### src/rtl/mc_ctrl_fsm.sv
// Multi-cycle control FSM for the MIPS-subset datapath.
// Sequences FETCH -> DECODE -> EXEC -> WB for ALU ops.
// Sequences FETCH -> DECODE -> BRANCH for BEQ.
// Unsupported instructions park in a sticky ILLEGAL state until reset.
// Optional feature macro: MC_CTRL_RETIRE_CNT_EN builds the retired-instruction counter.
// Without the macro, retired is tied to zero.
module mc_ctrl_fsm #(
  parameter logic [5:0]  OPC_RTYPE = 6'h00,
  parameter logic [5:0]  OPC_ADDI  = 6'h08,
  parameter logic [5:0]  OPC_BEQ   = 6'h04,
  parameter int unsigned CNT_W     = 16
) (
  input  logic             clock,
  input  logic             reset,
  input  logic [5:0]       opcode,
  input  logic [5:0]       funct,
  input  logic             zero,
  output logic             ir_load,
  output logic             pc_load,
  output logic             pc_src,
  output logic             rd_mux_s,
  output logic             op2_mux_s,
  output logic             write,
  output logic [5:0]       alu_funct,
  output logic             illegal,
  output logic [CNT_W-1:0] retired
);

  typedef enum logic [2:0] {
    StFetch,
    StDecode,
    StExec,
    StWb,
    StBranch,
    StIllegal
  } state_e;

  state_e     state_q, state_d;
  logic [5:0] opc_r_q, opc_r_d;
  logic [5:0] fn_r_q, fn_r_d;
  logic       illegal_q, illegal_d;
  logic       rtype_ok;
  logic       is_addi;

  // Supported R-type functs: add, sub, and, or, slt.
  always_comb begin
    rtype_ok = 1'b0;
    unique case (funct)
      6'h20, 6'h22, 6'h24, 6'h25, 6'h2A: rtype_ok = 1'b1;
      default:                           rtype_ok = 1'b0;
    endcase
  end

  assign is_addi = (opc_r_q == OPC_ADDI);

  // State and latched-instruction registers; reset wins over everything.
  always_ff @(posedge clock) begin
    if (reset) begin
      state_q   <= StFetch;
      opc_r_q   <= 6'h00;
      fn_r_q    <= 6'h00;
      illegal_q <= 1'b0;
    end else begin
      state_q   <= state_d;
      opc_r_q   <= opc_r_d;
      fn_r_q    <= fn_r_d;
      illegal_q <= illegal_d;
    end
  end

  // Next-state logic; opcode/funct are only consulted in DECODE.
  always_comb begin
    state_d   = state_q;
    opc_r_d   = opc_r_q;
    fn_r_d    = fn_r_q;
    illegal_d = illegal_q;
    unique case (state_q)
      StFetch:  state_d = StDecode;
      StDecode: begin
        opc_r_d = opcode;
        fn_r_d  = funct;
        if (opcode == OPC_BEQ) begin
          state_d = StBranch;
        end else if (opcode == OPC_ADDI) begin
          state_d = StExec;
        end else if (opcode == OPC_RTYPE && rtype_ok) begin
          state_d = StExec;
        end else begin
          state_d   = StIllegal;
          illegal_d = 1'b1;
        end
      end
      StExec:    state_d = StWb;
      StWb:      state_d = StFetch;
      StBranch:  state_d = StFetch;
      StIllegal: state_d = StIllegal;
      default:   state_d = StFetch;
    endcase
  end

  // Moore outputs from state and latched instruction; zero feeds pc_src only.
  always_comb begin
    ir_load   = 1'b0;
    pc_load   = 1'b0;
    pc_src    = 1'b0;
    rd_mux_s  = 1'b0;
    op2_mux_s = 1'b0;
    write     = 1'b0;
    alu_funct = 6'h00;
    unique case (state_q)
      StFetch: ir_load = 1'b1;
      StExec, StWb: begin
        if (is_addi) begin
          alu_funct = 6'h20;
          op2_mux_s = 1'b1;
        end else begin
          alu_funct = fn_r_q;
          rd_mux_s  = 1'b1;
        end
        if (state_q == StWb) begin
          write   = 1'b1;
          pc_load = 1'b1;
        end
      end
      StBranch: begin
        alu_funct = 6'h22;
        pc_load   = 1'b1;
        pc_src    = zero;
      end
      default: ;
    endcase
  end

  assign illegal = illegal_q;

`ifdef MC_CTRL_RETIRE_CNT_EN
  logic [CNT_W-1:0] retired_q, retired_d;

  // Count one retire in WB or BRANCH; wraps silently.
  always_comb begin
    retired_d = retired_q;
    if (state_q == StWb || state_q == StBranch) begin
      retired_d = retired_q + 1'b1;
    end
  end

  // Retired counter register.
  always_ff @(posedge clock) begin
    if (reset) begin
      retired_q <= '0;
    end else begin
      retired_q <= retired_d;
    end
  end

  assign retired = retired_q;
`else
  assign retired = '0;
`endif

endmodule

### config.mk
export PLATFORM = sky130hd
export DESIGN_NAME = mc_ctrl_fsm
export DESIGN_NICKNAME = d
export VERILOG_FILES = /design/src/rtl/mc_ctrl_fsm.sv
export SDC_FILE = /design/constraint.sdc
export NUM_CORES = 1
export LEC_CHECK = 0
export ABC_AREA = 1
export CAP_MARGIN = 20
export CORE_MARGIN = 8
export CORE_UTILIZATION = 43
export DETAILED_ROUTE_END_ITERATION = 6
export GPL_TIMING_DRIVEN = 0
export PLACE_DENSITY = 0.83
export SLEW_MARGIN = 20
export SYNTH_ARGS = -nofsm -noshare
export SYNTH_HDL_FRONTEND = slang
export SYNTH_SLANG_ARGS = --single-unit
### constraint.sdc
create_clock -name clock -period 2.19 [get_ports clock]
set_input_delay 0.438 -clock clock [delete_from_list [all_inputs] [get_ports clock]]
set_output_delay 0.438 -clock clock [all_outputs]
set_load 0.01 [all_outputs]
==> Word-level counts from Yosys, hierarchy flattened <==
Cells that the tools add are included.
{ "word_totals": {"wordCells": 42, "out_inout_bits": 29, "inputBits": 15, "regBits": 16} }
{ "op_classes": {"n_bitwise": 3, "mux": 16, "n_reduce_logical": 6, "eq_ne": 13} }
{ "ops": {"columns": ["cell", "n"], "rows": [
  ["$eq 6x6->1 const B", 5],
  ["$eq 6x4->1 const B", 2],
  ["$pmux 3 s4", 1],
  ["$pmux 6 s2", 1],
  ["$mux 1", 9],
  ["$mux 3", 3],
  ["$eq 3x2->1 const B", 2],
  ["$eq 3x3->1 const B", 2],
  ["$eq 6x3->1 const B", 1],
  ["$logic_not 6->1", 1],
  ["$mux 6", 1],
  ["$reduce_or 5->1", 1],
  ["$reduce_and 4->1", 1],
  ["$eq 3x1->1 const B", 1],
  ["$logic_not 3->1", 1],
  ["$not 1->1", 3],
  ["$pmux 1 s2", 1],
  ["$reduce_or 2->1", 1],
  ["$logic_and 1x1->1", 1]
]} }

==> Logic depth before layout (Yosys ltp) <==
{ "depth": {"depth_word": 8, "ltp_mapped": 9, "mapped_depth_nobuf": 9} }

==> Least setup slack after synthesis <==
Ideal clock, no wire load.
{ "synth_path": {"kind": "reg-to-output", "start": "register state_q[1]", "end": "output port alu_funct[1]", "n_path_buf": 0, "path_slack_ns": 0.797, "arrival_ns": 0.955, "path_stages_with_launch": 5, "t_required_ns": 1.752, "cell_sequence": "dfxtp_1 inv_2 nor2_1 nand2_1 o21ai_0"} }
{ "synth_via": {"elab_chain_cells": 3, "word_cells_on_any_way": 5, "cone_classes": "eq/ne (3); mux (1); reduce/logical (1)"} }
{ "synth_rtl": {"columns": ["item", "line_no", "rtl"], "rows": [
  ["start, declared", "38", "state_e state_q, state_d;"],
  ["start signal, assigned", "59", "state_q <= StFetch;"],
  ["start signal, assigned", "64", "state_q <= state_d;"],
  ["$eq 3x2->1", "110", "unique case (state_q)"],
  ["$reduce_or 2->1", "110", null],
  ["$pmux 6 s2 *", "110", null],
  ["end, declared", "24", "output logic [5:0] alu_funct,"]
]} }
Every way passes the cells marked *; elsewhere a longest branch is shown, timed or not.

==> Worst setup path after layout <==
{ "layout_path": {"start": "register opc_r_q[5]", "end": "output port alu_funct[4]"} }
{ "layout_via": {"elab_chain_cells": 3} }
{ "layout_rtl": {"columns": ["item", "line_no", "rtl"], "rows": [
  ["start, declared", "39", "logic [5:0] opc_r_q, opc_r_d;"],
  ["start signal, assigned", "65", "opc_r_q <= opc_r_d;"],
  ["$eq 6x4->1", "54", "assign is_addi = (opc_r_q == OPC_ADDI);"],
  ["$mux 6", "113", "if (is_addi) begin"],
  ["$pmux 6 s2", "110", null]
]} }
Every way passes these cells.

==> impl_metrics.ini <==
[global_routing]
met2_usage = 0.1805
grt_busiest_layer = met2
antenna_found_initial = 0
grt_use_total = 0.1125
grt_pass1_wl_um = 3705
grtUsageMet1 = 0.1240
grt_overflow = 0
gr-usage-met3 = 0.04122
grt_max_degree = 11
grt_pass1_vias = 874

[power]
peakVddDrop_uv = 462.4
p_per_area_nw_per_um2 = 540.8
p_leak_uw = 0.0007807

[yosys]
synth_cell_types = 22
yosys_warnings = 0
avgSynthCellArea_sq_um = 6.735
ys_seq_area_frac = 0.3373
ys_ff_latch = 16
synth_cells = 141
yosys.area.top_type = dfxtp_1
synth.area.top_cells = dfxtp_1 (34%), buf_4 (13%), nor2_1 (9.5%), inv_1 (9.1%), nand2_1 (6.3%)
synth_top_area_share = 0.3373
synthesis.area_sq_um = 949.7

[cells_and_area]
insertedDiodeCount = 0
design_area_sq_um = 1386
area_growth_pct = 45.98
final_nets = 205
final_cell_mix = inv_1 (23), nor2_1 (23), clkdlybuf4s50_1 (20)
regArea_sq_um = 320.3
multiInputGateArea_sq_um = 451.7
fillCellCount = 196
drive_gt1_frac = 0.1905

[placement]
portBuffers = 27
hpwl_um = 1852
postPlaceCellArea_sq_um = 1311
gp_congestion = 0.8310

[die]
dieHeight_um = 63.00
die-area_sq_um = 3968
die_x_um = 63.00
ioPinCount = 44
rows = 17
start_util = 0.4421
coreArea_sq_um = 2148

[route]
initialDrtViolationCount = 20
via_per_inst = 4.341
wirelength_um = 2238
drc = 0
antenna_left = 0
dr.pass1.iters = 4
routedWlPerCell_um = 10.31
vias = 942

[clock_network]
path_clk_slew_ns = 0.09
cts_hold_buf = 0
cts.sinks = 16
cts_root_buffer = clkbuf_4
cts_max_level = 1
cts_tree = done
clk-insertion-delay-late_ns = 0.29
cts_buffer_depth = 2
cts_buffers = 3

[timing]
min_period_ns = 2.061
fmax_mhz = 485.2
finalHoldViolations = 0
period_share = 0.9411
skew_ns = 0.004315
slew_viol_final = 0
setup_violations = 0
finalSetupTns_ns = 0
rsz0062_at_grt = no

[critical_path]
crit_family = buffers and inverters
path_cells = inv_1 -> nand2_1 -> nor3_2 -> nand2_1 -> nand2_2 -> nor2_1 -> clkdlybuf4s50_1
arrival_ns = 1.62
crit_slowest_cell = clkdlybuf4s50_1
crit_type = reg2out
end_kind = output port
slowest_delay_ns = 0.54
worstSetupStartpointType = flip-flop
critPathRequiredTime_ns = 1.75
crit_path_frequent_cell = nand2_1
crit_path_max_fanout = 5
crit_buf_inv = 2

[run]
maxCapViolCount = 0

[run_status]
outcome = finished, final reports clean

[min_path]
hp-class = reg2reg
[worst paths after layout]
| kind | startpoint | to | slack (ns) | cells after the start |
|---|---|---|---|---|
| setup / recovery | opc_r_q[5]$_SDFFE_PP0P_ | alu_funct[4] | 0.13 | 7 |
| hold / removal | fn_r_q[0]$_SDFFE_PP0P_ | fn_r_q[0]$_SDFFE_PP0P_ | 0.45 | 2 |
| setup reg to reg | state_q[1]$_SDFF_PP0_ | fn_r_q[4]$_SDFFE_PP0P_ | 1.08 | 7 |
| hold reg to reg | fn_r_q[0]$_SDFFE_PP0P_ | fn_r_q[0]$_SDFFE_PP0P_ | 0.45 | 2 |
[routing by layer]
layer	vias to the layer above	wire [um]
met5	-	0
met2	44	969
met1	387	1005
met4	0	48
li1	504	-
met3	7	215
[kinds of logic (layout without fill, tap and decap cells)]
| group | count (synthesis) | in the layout | share of synthesized area |
|---|---|---|---|
| AOI/OAI and AO/OA | 27 | 27 | 0.1594 |
| DFF | 16 | 16 | 0.3373 |
| buffers and inverters | 44 | 77 | 0.2569 |
| other | 1 | 16 | 0.003949 |
| and+or+nand+nor | 53 | 53 | 0.2424 |
[synth_stat cells, drive strengths merged]
cell / number
nand4: 1
nor3: 2
o211ai: 1
o21bai: 1
o21ai: 15
dfxtp: 16
nand3: 7
and3: 1
conb: 1
a21oi: 10
inv: 25
nand2: 17
nor2: 25
buf: 19
[tightest hold or removal path: cells and delay by family (launching register included)]
| family | cells | cell delay (ns) |
|---|---|---|
| AO/OA/AOI/OAI | 1 | 0.05 |
| buffers and inverters | 1 | 0.06 |
| flip-flops | 1 | 0.31 |
[repair_timing]
item,4_1_cts,5_1_grt
endpoints found under the setup margin,6,8
resized for setup,3,7
hold endpoints to repair,0,0
pin swaps,0,1
buffers inserted,0,2
[sequential cells by signal, summed over array words and instances (netlist names)]
name / cells
opc_r_q: 6
state_q: 3
fn_r_q: 6
illegal: 1
[power by group]
group | internal [uW] | switching [uW]
clock | 101 | 94.9
sequential | 324 | 16.9
combinational | 104 | 109
total | 529 | 221
[through the flow]
| stage | hold slack (ns) | worst slack [ns] | util | instances | total power, uW |
|---|---|---|---|---|---|
| floorplan | 0.4272 | 0.7971 | - | 156 | 483.6 |
| global placement | 0.4367 | 0.2023 | 0.6104 | 211 | 550.3 |
| detailed placement | 0.4477 | 0.1711 | 0.6104 | 211 | 556.6 |
| CTS | 0.4615 | 0.006630 | 0.6290 | 215 | 749.9 |
| global route | 0.4727 | 0.002678 | 0.6453 | 217 | 791.9 |
| finish | 0.4549 | 0.1290 | 0.6453 | 217 | 749.7 |
[final cells by class]
class                           count  share of cell area
Multi-Input combinational cell     96              0.3258
Tap cell                           28             0.02527
Sequential cell                    16              0.2310
Timing Repair Buffer               29              0.2157
Clock buffer                        4             0.02617
Inverter                           25             0.06769
Buffer                             19              0.1083
(Power assumes the default switching activity.)
